File: src/rtl/uart_pkg.sv
// Shared types and defaults for the UART receive path.
package uart_pkg;

    // Receiver FSM states. PARITY exists only when UART_RX_PARITY_EN is compiled in.
    typedef enum logic [2:0] {
        IDLE   = 3'd0,
        START  = 3'd1,
        DATA   = 3'd2,
        PARITY = 3'd3,
        STOP   = 3'd4
    } rx_state_t;

    localparam int UART_OVS    = 16;
    localparam int UART_DATA_W = 8;

endpackage

File: src/rtl/uart_sync_edge.sv
// Multi-stage synchroniser for the asynchronous serial line plus a
// falling-edge detector on the synchronised level. All flops reset to 1,
// which is the idle line level, so no edge appears when reset is released.
module uart_sync_edge #(
    parameter int SYNC_STAGES = 2
) (
    input  logic clk_i,
    input  logic rst_n_i,
    input  logic rx_i,
    output logic rx_s,
    output logic fall_o
);

    logic [SYNC_STAGES-1:0] sync_q;
    logic                   rx_s_q;

    // Shift the raw line through the synchroniser chain.
    always_ff @(posedge clk_i or negedge rst_n_i) begin
        if (!rst_n_i) begin
            sync_q <= '1;
        end else begin
            sync_q <= {sync_q[SYNC_STAGES-2:0], rx_i};
        end
    end

    assign rx_s = sync_q[SYNC_STAGES-1];

    // Remember the previous synchronised level for edge detection.
    always_ff @(posedge clk_i or negedge rst_n_i) begin
        if (!rst_n_i) begin
            rx_s_q <= 1'b1;
        end else begin
            rx_s_q <= rx_s;
        end
    end

    assign fall_o = rx_s_q & ~rx_s;

endmodule

File: src/rtl/uart_rx.sv
// UART receiver: 16x oversampled 8N1 deserialiser with a one-entry holding
// register and valid/read handshake.
// Optional macro UART_RX_PARITY_EN adds an even-parity bit (8E1) and the
// parity_err_o output.
//
// Handshake: data_valid_o is a level meaning data_o holds an unread byte.
// rd_i while data_valid_o=1 clears it on the next edge; rd_i while
// data_valid_o=0 is ignored. A byte completing in the same cycle as rd_i
// loads and keeps data_valid_o high without an overrun.
module uart_rx
    import uart_pkg::*;
#(
    parameter int DATA_W      = UART_DATA_W,
    parameter int OVS         = UART_OVS,
    parameter int SYNC_STAGES = 2
) (
    input  logic              uart_clk_i,
    input  logic              uart_rst_n_i,
    input  logic              rx_clk_en_i,
    input  logic              rx_i,
    input  logic              rd_i,
    output logic [DATA_W-1:0] data_o,
    output logic              data_valid_o,
    output logic              framing_err_o,
`ifdef UART_RX_PARITY_EN
    output logic              parity_err_o,
`endif
    output logic              overrun_err_o
);

    localparam int TW = $clog2(OVS);
    localparam int BW = $clog2(DATA_W);
    localparam logic [TW-1:0] TICK_HALF = TW'(OVS / 2 - 1);
    localparam logic [TW-1:0] TICK_LAST = TW'(OVS - 1);
    localparam logic [BW-1:0] BIT_LAST  = BW'(DATA_W - 1);

    logic              rx_s;
    logic              fall;
    rx_state_t         state;
    logic [TW-1:0]     tick_cnt;
    logic [BW-1:0]     bit_cnt;
    logic [DATA_W-1:0] shift_q;
`ifdef UART_RX_PARITY_EN
    logic              par_bit_q;
    logic              par_bad;
    assign par_bad = par_bit_q ^ (^shift_q);
`endif

    uart_sync_edge #(
        .SYNC_STAGES(SYNC_STAGES)
    ) u_sync (
        .clk_i  (uart_clk_i),
        .rst_n_i(uart_rst_n_i),
        .rx_i   (rx_i),
        .rx_s   (rx_s),
        .fall_o (fall)
    );

    // Frame FSM, counters, shift register, holding register and error pulses.
    always_ff @(posedge uart_clk_i or negedge uart_rst_n_i) begin
        if (!uart_rst_n_i) begin
            state         <= IDLE;
            tick_cnt      <= '0;
            bit_cnt       <= '0;
            shift_q       <= '0;
            data_o        <= '0;
            data_valid_o  <= 1'b0;
            framing_err_o <= 1'b0;
            overrun_err_o <= 1'b0;
`ifdef UART_RX_PARITY_EN
            par_bit_q     <= 1'b0;
            parity_err_o  <= 1'b0;
`endif
        end else begin
            framing_err_o <= 1'b0;
            overrun_err_o <= 1'b0;
`ifdef UART_RX_PARITY_EN
            parity_err_o  <= 1'b0;
`endif
            // Consumer read; a load later in this block takes precedence.
            if (rd_i && data_valid_o) begin
                data_valid_o <= 1'b0;
            end

            case (state)
                IDLE: begin
                    // Edge detection runs every cycle, not just on ticks.
                    if (fall) begin
                        state    <= START;
                        tick_cnt <= '0;
                    end
                end

                START: begin
                    if (rx_clk_en_i) begin
                        if (tick_cnt == TICK_HALF) begin
                            tick_cnt <= '0;
                            bit_cnt  <= '0;
                            // A high level at mid start bit means a glitch.
                            state    <= rx_s ? IDLE : DATA;
                        end else begin
                            tick_cnt <= tick_cnt + 1'b1;
                        end
                    end
                end

                DATA: begin
                    if (rx_clk_en_i) begin
                        if (tick_cnt == TICK_LAST) begin
                            tick_cnt <= '0;
                            shift_q  <= {rx_s, shift_q[DATA_W-1:1]};
                            if (bit_cnt == BIT_LAST) begin
`ifdef UART_RX_PARITY_EN
                                state <= PARITY;
`else
                                state <= STOP;
`endif
                            end else begin
                                bit_cnt <= bit_cnt + 1'b1;
                            end
                        end else begin
                            tick_cnt <= tick_cnt + 1'b1;
                        end
                    end
                end

`ifdef UART_RX_PARITY_EN
                PARITY: begin
                    if (rx_clk_en_i) begin
                        if (tick_cnt == TICK_LAST) begin
                            tick_cnt  <= '0;
                            par_bit_q <= rx_s;
                            state     <= STOP;
                        end else begin
                            tick_cnt <= tick_cnt + 1'b1;
                        end
                    end
                end
`endif

                STOP: begin
                    if (rx_clk_en_i) begin
                        if (tick_cnt == TICK_LAST) begin
                            // Leave at mid-stop so a short stop bit still lets
                            // the next start edge be seen.
                            tick_cnt <= '0;
                            state    <= IDLE;
`ifdef UART_RX_PARITY_EN
                            parity_err_o <= par_bad;
`endif
                            if (!rx_s) begin
                                framing_err_o <= 1'b1;
`ifdef UART_RX_PARITY_EN
                            end else if (par_bad) begin
                                // Bad parity: byte dropped like a framing error.
`endif
                            end else if (!data_valid_o || rd_i) begin
                                data_o       <= shift_q;
                                data_valid_o <= 1'b1;
                            end else begin
                                overrun_err_o <= 1'b1;
                            end
                        end else begin
                            tick_cnt <= tick_cnt + 1'b1;
                        end
                    end
                end

                default: state <= IDLE;
            endcase
        end
    end

endmodule

File: config.mk
export PLATFORM = sky130hd
export DESIGN_NAME = uart_rx
export DESIGN_NICKNAME = d
export VERILOG_FILES = /design/src/rtl/uart_pkg.sv /design/src/rtl/uart_sync_edge.sv /design/src/rtl/uart_rx.sv
export SDC_FILE = /design/constraint.sdc
export NUM_CORES = 1
export LEC_CHECK = 0
export BUFFER_PORTS_ARGS = -buffer_cell sky130_fd_sc_hd__buf_2
export CORE_AREA = 2 2 55 70
export DETAILED_ROUTE_END_ITERATION = 8
export DIE_AREA = 0 0 57 72
export GPL_ROUTABILITY_DRIVEN = 1
export PLACE_DENSITY = 0.73
export SYNTH_ARGS = -nofsm -noshare
export SYNTH_HDL_FRONTEND = slang
export SYNTH_SLANG_ARGS = --single-unit
File: constraint.sdc
create_clock -name uart_clk_i -period 2.3 [get_ports uart_clk_i]
set_clock_uncertainty 0.2 [all_clocks]
set_input_delay 0.115 -clock uart_clk_i [delete_from_list [all_inputs] [get_ports uart_clk_i]]
set_output_delay 0.115 -clock uart_clk_i [all_outputs]
set_load 0.1 [all_outputs]
[Word-level counts from Yosys, hierarchy flattened]
Cells that the tools add are included.
Storage, ports and cells
  output and inout bits: 11
  logic and storage cells: 79
  register bits: 32
Cells by class
  bitwise operators: 2
  reductions and logical operators: 12
  add/sub/neg operators: 2
  mux-type cells: 37
  equal/unequal tests: 16
Operators with widths (count)
  3-bit 2-to-1 mux: 13
  4-bit 2-to-1 mux: 5
  2-bit inequality test, second input constant: 9
  1-bit 2-to-1 mux: 15
  3-bit one-hot mux with 4 select lines: 1
  4-bit one-hot mux with 3 select lines: 1
  8-bit AND reduction: 1
  3-bit equality test, second input constant: 2
  3-bit one-hot mux with 2 select lines: 1
  6-bit AND reduction: 1
  5-bit AND reduction: 1
  4-bit by 1-bit adder with 4-bit output, second input constant: 1
  4-bit by 3-bit equality test with 1-bit output, second input constant: 1
  4-bit equality test, second input constant: 1
  4-bit AND reduction: 1
  3-bit by 1-bit adder with 3-bit output, second input constant: 1
  3-bit by 1-bit equality test with 1-bit output, second input constant: 1
  3-bit by 2-bit equality test with 1-bit output, second input constant: 1
  3-bit zero test: 1
  3-bit AND reduction: 1
  3-bit nonzero test: 1
  2-bit 2-to-1 mux: 1
  2-bit by 1-bit inequality test with 1-bit output, second input constant: 1
  2-bit nonzero test: 1
  other kinds (6): 6

[Depth between registers and ports, before layout]
Gate-level depths: netlist of run 1.
  depth in word-level cells: 7
  gate-level depth with buffers: 5
  depth with buffers taken out: 5

[Hierarchy]
Synthesis of run 1 repeated with hierarchy kept, for this count alone.
Second synthesis, totals
  cells, all modules: 117
  area, all modules: 1512.7 um^2
By module, submodules not included
  uart_rx: cells each 113, area each 1420.1 um^2, seq. area each 725.7 um^2, times used 1
  uart_sync_edge: cells each 4, area each 92.6 um^2, seq. area each 78.8 um^2, times used 1

[Least setup slack after synthesis of run 1]
OpenSTA, ideal clock, no wires.
  kind: reg-to-reg
  start: register data_valid_o
  end: register data_o[0]
  period minus slack after synthesis: 1.995 ns
  slack: 0.305 ns
  arrival: 1.669 ns
  library setup time: 0.125 ns
  stages on the path, launching flop included: 4
  path buffers: 0
  cells stage by stage: dfrtp_1 nand2b_1 nand3_4 mux2_4
Between the ends
  longest elaborated chain between the ends: 3
Ends and longest elaborated chain
  start, declared: line uart_rx.sv:23  | output logic data_valid_o,
  start signal, assigned: line uart_rx.sv:67  | data_valid_o <= 1'b0;
  start signal, assigned: line uart_rx.sv:82  | data_valid_o <= 1'b0;
  start signal, assigned: line uart_rx.sv:159  | data_valid_o <= 1'b1;
  1-bit zero test: line uart_rx.sv:157  | end else if (!data_valid_o || rd_i) begin
  1-bit logical OR: line uart_rx.sv:157
  5-bit AND reduction (no source line)
  end signal, assigned: line uart_rx.sv:158  | data_o <= shift_q;
  end, declared: line uart_rx.sv:22  | output logic [DATA_W-1:0] data_o,
Every way passes these cells.
A chain may end at the register's enable or synchronous reset.

[Worst setup path in the final report of run 1]
  start: register tick_cnt[0]
  end: register data_o[7]
Between the ends
  longest elaborated chain between the ends: 2
Ends and longest elaborated chain
  start, declared: line uart_rx.sv:40  | logic [TW-1:0] tick_cnt;
  start signal, assigned: line uart_rx.sv:102  | tick_cnt <= tick_cnt + 1'b1;
  start signal, assigned: line uart_rx.sv:122  | tick_cnt <= tick_cnt + 1'b1;
  start signal, assigned: line uart_rx.sv:164  | tick_cnt <= tick_cnt + 1'b1;
  4-bit equality test: line uart_rx.sv:143  | if (tick_cnt == TICK_LAST) begin
  5-bit AND reduction (no source line)
Every way passes these cells.

==> metrics.md, run 1 <==
| Metric | Value |
|---|---|
| Flop pwr share | 43.0% |
| Fmax | roughly 510 MHz |
| FF+latch count, synth | 32 |
| Area of the die | 0.00410 mm2 |
| RR Endpoint | data_o[7] |
| CTS tree | built |
| Global-route wire length before repair | 4470 um |
| DRT iter0 DRCs | 22 |
| Status | finished clean |
| Critical Path End | data_o[7] |
| Reg2Reg Depth | 5 |
| Post-CTS setup buffer count | 0 |
| Final layout net count | around 150 |
| DRT antenna net count | 0 |
| Hold Vio Cnt, Final | 0 |
| Pre-antenna DRT Iters | 4 |
| Initial Utilization | 45.4% |
| Initial antenna violation count | 0 |
| Final count of pins violating max slew | 0 |
| Synth unique cells | between 40 and 50 |
| Drt drc | 0 |
| Synth Cell Area | 0.00155 mm2 |
| Post-Syn Instances | 116 |
| Core Footprint | 0.00342 mm2 |
| CTS H-tree lvls | 2 |
| Switching Share | between 30% and 40% |
| Die Y | 72 um |
| Vias | ~1000 |
| Final wirelength | 2590 um |
| Comb pwr share | 25.7% |
| DR WL/cell | ~15 um |
| Cts hold-fix bufs | 4 |
| GPL Wtd Cong | 0.787 |
| RSZ-0062 raised after global routing | no |
| Avg Synthesized Cell Area | 13.4 um2 |
| Io pins | 16 |
| P per Cell Area | between 900 and 1000 mW/mm2 |
| Cell accounting for the most synthesized area | dfrtp_1 |
| Setup violators final | 0 |
| Post-synth EDFFs | 0 |
| ANT cells | 0 |
| Max-slew headroom | 54.0% |
| Max-cap violations | 0 |
| Cell leakage power | 0.865 nW |
| Commonest cells post-synth | dfrtp_1, mux2_4, mux2_2 |
| I/O Buffers | 15 |
| Worst-skew pair later-pin latency | 0.29 ns |
| HPWL after DPL | 1810 um |
| Min Tclk post-route | between 1.5 and 2 ns |
| CTS resizes | 0 |
| Design Area, Final | 0.00180 mm2 |
| Switching power | 0.537 mW |
| Cells after DPL | between 150 and 200 |
| Start point of the critical path | tick_cnt[0] |
| GRT overflow | 0 |
| Int Pwr | about 1.2 mW |
| Yosys warning count | 0 |
| Final period util | 85.7% |
| Vias per cell | 5.55 |
| R2R Setup Slk | 0.33 ns |
| CP Capture Type | flip-flop |
| GRT Overall Usage | 14.3% |
| Worst slew pin tran | between 0.6 and 0.7 ns |
| Worst Path Max Fanout | 8 |
| Hold Worst Slack | between 0.15 and 0.2 ns |
| Arr. time, crit path | 1.95 ns |
| Largest net degree at the start of global routing | 33 |
| Critical path class | reg2reg |
| Setup TNS | 0 ns |
| Ys async rst share | 100% |
| Startpoint types | flip-flop |
| Post-layout util | 52.5% |
| Hold WC Path Type | reg2reg |
| Maximum buffer depth of the clock tree | 2 |
| Chip width | 57 um |
| Placed Area | 0.00165 mm2 |
| Number of global-route vias before repair | 1001 |
| CTS Buf Count | 5 |
| Synthesis-to-finish area growth | 15.6% |
| Root Buffer | clkbuf_8 |
| Post-Layout Cell Count | 178 |
| Critical Path RT | roughly 2.3 ns |
| CTS sink cnt | 32 |
| Syn_nets | around 120 |
| VDD IR-drop max | 846 uV |
| Yosys top cell area share | 46.7% |
| Top cells by area, synth | dfrtp_1, mux2_4, mux2_2 |
| Clk slew on worst S/H paths | 0.07 ns |
| Leading cell type by number of instances after synthesis | dfrtp_1 |
| Share of layout cells above drive strength 1 | 38.8% |
| Post-synth top flop | dfrtp_1 |
| Rows | 24 |
| Sequential area share after synthesis | 51.8% |
| Clk pwr share | around 31% |
| R2R Path Start | tick_cnt[0] |
==> logic make-up (layout without fill, tap and decap cells) <==
family | after synthesis | after routing | share of synthesized area (%)
AOI/OAI and AO/OA | 22 | 22 | 11.4
xor gates and xnor gates | 3 | 3 | 2.17
adders and majority gates | 3 | 3 | 2.42
buffers and inverters | 9 | 32 | 3.54
DFF | 32 | 32 | 51.8
muxes | 17 | 17 | 14.5
and+or+nand+nor | 30 | 30 | 14.2
==> registers in the layout, indices dropped and copies added, names as in the netlist <==
name and flops:
data_o 8, overrun_err_o 1, u_sync.sync_q 2, shift_q 8, state 3, u_sync.rx_s_q 1, data_valid_o 1, framing_err_o 1
bit_cnt 3, tick_cnt 4
==> power groups by stage <==
stage          Sequential [mW]  Combinational [mW]  Clock [mW]
6_report                 0.727               0.434       0.530
5_1_grt                  0.740               0.493       0.562
4_1_cts                  0.725               0.438       0.541
3_5_place_dp             0.735               0.427           0
3_3_place_gp             0.730               0.409           0
2_1_floorplan            0.680               0.414           0
==> metrics by stage <==
step | setup slack, ns | power (mW)
2_1_floorplan | 0.305 | 1.09
3_3_place_gp | 0.362 | 1.14
3_5_place_dp | 0.333 | 1.16
4_1_cts | 0.323 | 1.70
5_1_grt | 0.238 | 1.79
6_report | 0.329 | 1.69
==> placed cells by master, fill, tap and decap left out, types with 2 or more instances in the layout <==
cell type	Yosys	routed
dfrtp_1	29	29
buf_2	2	15
mux2_4	9	9
mux2_2	8	8
clkbuf_8	0	5
nand2b_1	4	4
nand2_1	4	4
inv_1	4	4
o21ai_0	4	4
dlygate4sd3_1	0	4
nor2_1	3	3
nand3_1	3	3
ha_1	3	3
dfstp_2	3	3
nor3_4	2	2
nor4_1	2	2
xnor2_1	2	2
o31ai_1	2	2
a21oi_1	2	2
o2111ai_1	2	2
o211ai_1	2	2
a22o_1	2	2
nor4b_1	2	2
==> critical path, stage by stage (launching register included) <==
cell     delay, ns
dfrtp_1       0.39
ha_1          0.25
nand4_2       0.21
nor3_4        0.27
nand3_4       0.19
mux2_4        0.34
==> how the worst min path moves through the flow <==
stage                       endpoint  depth (start not counted)              from
floorplan                 bit_cnt[0]                          0      uart_rst_n_i
global placement           data_o[0]                          1      uart_rst_n_i
detailed placement         data_o[1]                          1      uart_rst_n_i
CTS                 u_sync.sync_q[1]                          0  u_sync.sync_q[0]
global route        u_sync.sync_q[1]                          0  u_sync.sync_q[0]
finish              u_sync.sync_q[1]                          0  u_sync.sync_q[0]
==> routing by layer <==
layer,share of wire [%],wire [um],up-vias,track usage [%]
li1,-,-,471,-
met1,44,1140,490,16.8
met2,49,1280,19,23.4
met3,4.2,108,8,3.21
met4,2.4,63,0,9.04
met5,0,0,-,0
==> layout make-up <==
class,count,area [um2]
Clock buffer,5,68.8
Clock inverter,3,42.5
Fill cell,314,1630
Inverter,4,15.0
Multi-Input combinational cell,75,694
Sequential cell,32,805
Tap cell,39,48.8
Timing Repair Buffer,20,123
Note: power is estimated with default switching activity, not from simulation.
==> run 2, diff against run 1 <==
CTS_BUF_LIST = sky130_fd_sc_hd__clkbuf_4   (was unset)
PLACE_DENSITY = 0.75   (was 0.73)
clock period = 1.76 ns   (was 2.3 ns; I/O delays follow)
==> metrics.md, run 2 (same netlist as run 1, synthesis figures left out) <==
| Metric | Value |
|---|---|
| Final layout net count | 178 |
| Cell leakage power | 1.03 nW |
| Placed Area | 0.00186 mm2 |
| CTS Buf Count | 5 |
| Hold WC Path Type | in2reg |
| Area of the die | between 0.004 and 0.005 mm2 |
| Critical-path top delay cell | dlygate4sd3_1 |
| Global-route wire length before repair | 5700 um |
| DRT antenna net count | 0 |
| Die Y | 72 um |
| Number of global-route vias before repair | 1223 |
| GPL Wtd Cong | 0.901 |
| Status | complete, but fails checks |
| Max-slew headroom | 52.6% |
| Max-cap violations | 0 |
| Design Area, Final | 0.00212 mm2 |
| Setup TNS | -1.32 ns |
| Drt drc | 0 |
| Vias per cell | between 5 and 6 |
| Cells after DPL | between 150 and 200 |
| Largest net degree at the start of global routing | 33 |
| DRT iter0 DRCs | 46 |
| Crit path cell chain | buf_2 -> dlygate4sd3_1 -> nand4_4 -> nor3_4 -> nand3_4 -> mux2_4 |
| GRT overflow | 0 |
| Arr. time, crit path | 1.91 ns |
| VDD IR-drop max | 835 uV |
| Worst-skew pair later-pin latency | roughly 0.33 ns |
| Initial antenna violation count | 0 |
| CTS tree | built |
| Chip width | 57 um |
| Setup violators final | 15 |
| Post-Layout Cell Count | 210 |
| Root Buffer | clkbuf_4 |
| Core Footprint | about 0.0034 mm2 |
| CP peak stage delay | 0.69 ns |
| Startpoint types | input port |
| Initial Utilization | 45.4% |
| Power Total | ~2.3 mW |
| Pre-antenna DRT Iters | 4 |
| HPWL after DPL | 2340 um |
| Final period util | 108% |
| Rows | 24 |
| WP buf/inv | 2 |
| Min Tclk post-route | about 1.9 ns |
| Critical Path RT | 1.77 ns |
| Leading cell type in the layout, fill and taps excluded | buf_4 |
| Clk slew on worst S/H paths | around 0.1 ns |
| Worst Path Max Fanout | 8 |
| Final count of pins violating max slew | 0 |
| I/O Buffers | 15 |
| CP Capture Type | flip-flop |
| Commonest non-fill, non-tap cells in the layout | buf_4, dfrtp_1, mux2_4, buf_2, clkbuf_4 |
| Crit-path leading delay family | buffers and inverters |
| Synthesis-to-finish area growth | 36.7% |
| Final wirelength | 3840 um |
| Regs by FF count | data_o (8), shift_q (8), tick_cnt (4) |
| Failing checks | negative setup slack |
| Fmax | 528 MHz |
| CTS H-tree lvls | 2 |
| DR WL/cell | 18.3 um |
| ANT cells | 0 |
| Maximum buffer depth of the clock tree | 2 |
| Worst Slack Setup Final | -0.133 ns |
| RSZ-0062 raised after global routing | yes |
| Worst slew pin tran | 0.711 ns |
| GRT Overall Usage | 18.4% |
| Post-layout util | just over 60% |
| Critical path class | in2reg |
| CTS sink cnt | 32 |
| Vias | between 1000 and 1500 |
| P per Cell Area | 1090 mW/mm2 |
| Share of layout cells above drive strength 1 | 58.5% |
| Io pins | 16 |
| Hold Vio Cnt, Final | 0 |
[run 2: cell types whose count changed in the layout (fill, tap and decap cells not counted), sizes merged]
cell and change:
clkinvlp -1, buf +32, clkinv +2, bufinv -1
[run 2: path summary, 6_finish.rpt]
path                            depth (start not counted)  slack (ns)          endpoint              from
worst max-delay path                                    6       -0.13         data_o[7]       rx_clk_en_i
worst min-delay path                                    3        0.02          state[0]       rx_clk_en_i
worst max register to register                          4       -0.09       tick_cnt[3]     u_sync.rx_s_q
worst min register to register                          0        0.17  u_sync.sync_q[1]  u_sync.sync_q[0]
max in group asynchronous                               2        0.72      data_valid_o      uart_rst_n_i
min in group asynchronous                               2        0.13       tick_cnt[3]      uart_rst_n_i
[run 2: worst reg2reg max path, delay by kind of cell, from the launching register on]
| kind | cells | cell delay (ns) |
|---|---|---|
| and+or+nand+nor | 2 | 0.58 |
| AOI/OAI and AO/OA | 2 | 0.41 |
| DFF | 1 | 0.53 |
[run 2: what timing repair did]
item / 4_1_cts / 5_1_grt
hold endpoints to repair: 35 / 0
gates cloned: 0 / 0
pin swaps: 8 / 5
resized for setup: 9 / 15
hold buffers: 4 / 0
setup buffers: 7 / 3
setup endpoints to repair: 25 / 26
[run 2: metrics by stage]
| stage | hold slack, ns | setup WS (ns) |
|---|---|---|
| 3_3_place_gp | -0.0448 | -0.101 |
| 4_1_cts | 0.0111 | -0.110 |
| 3_5_place_dp | -0.0200 | -0.158 |
| 5_1_grt | 0.00644 | -0.177 |
| 2_1_floorplan | -0.408 | -0.0124 |
| 6_report | 0.0210 | -0.133 |
[run 2: metal layers]
| metal | routed length (um) | track usage, % | part of all wire (%) |
|---|---|---|---|
| met1 | 1430 | 19.5 | 37 |
| met2 | 2160 | 33.3 | 56 |
| met3 | 162 | 3.92 | 4.2 |
| met4 | 89 | 10.3 | 2.3 |
| met5 | 0 | 0 | 0 |
[run 2: layout make-up]
cell class,instances,area (um2)
fill,258,1300
clock inverter,3,13.8
sequential,32,808
multi-input combinational,75,818
inverter,4,15.0
clock buffer,5,37.5
timing repair buffer,52,383
tap,39,48.8
[run 2: power breakdown]
group          internal (mW)  total [mW]  switching (mW)
clock network          0.146       0.397           0.250
logic                  0.521       0.997           0.476
registers              0.822       0.929           0.107
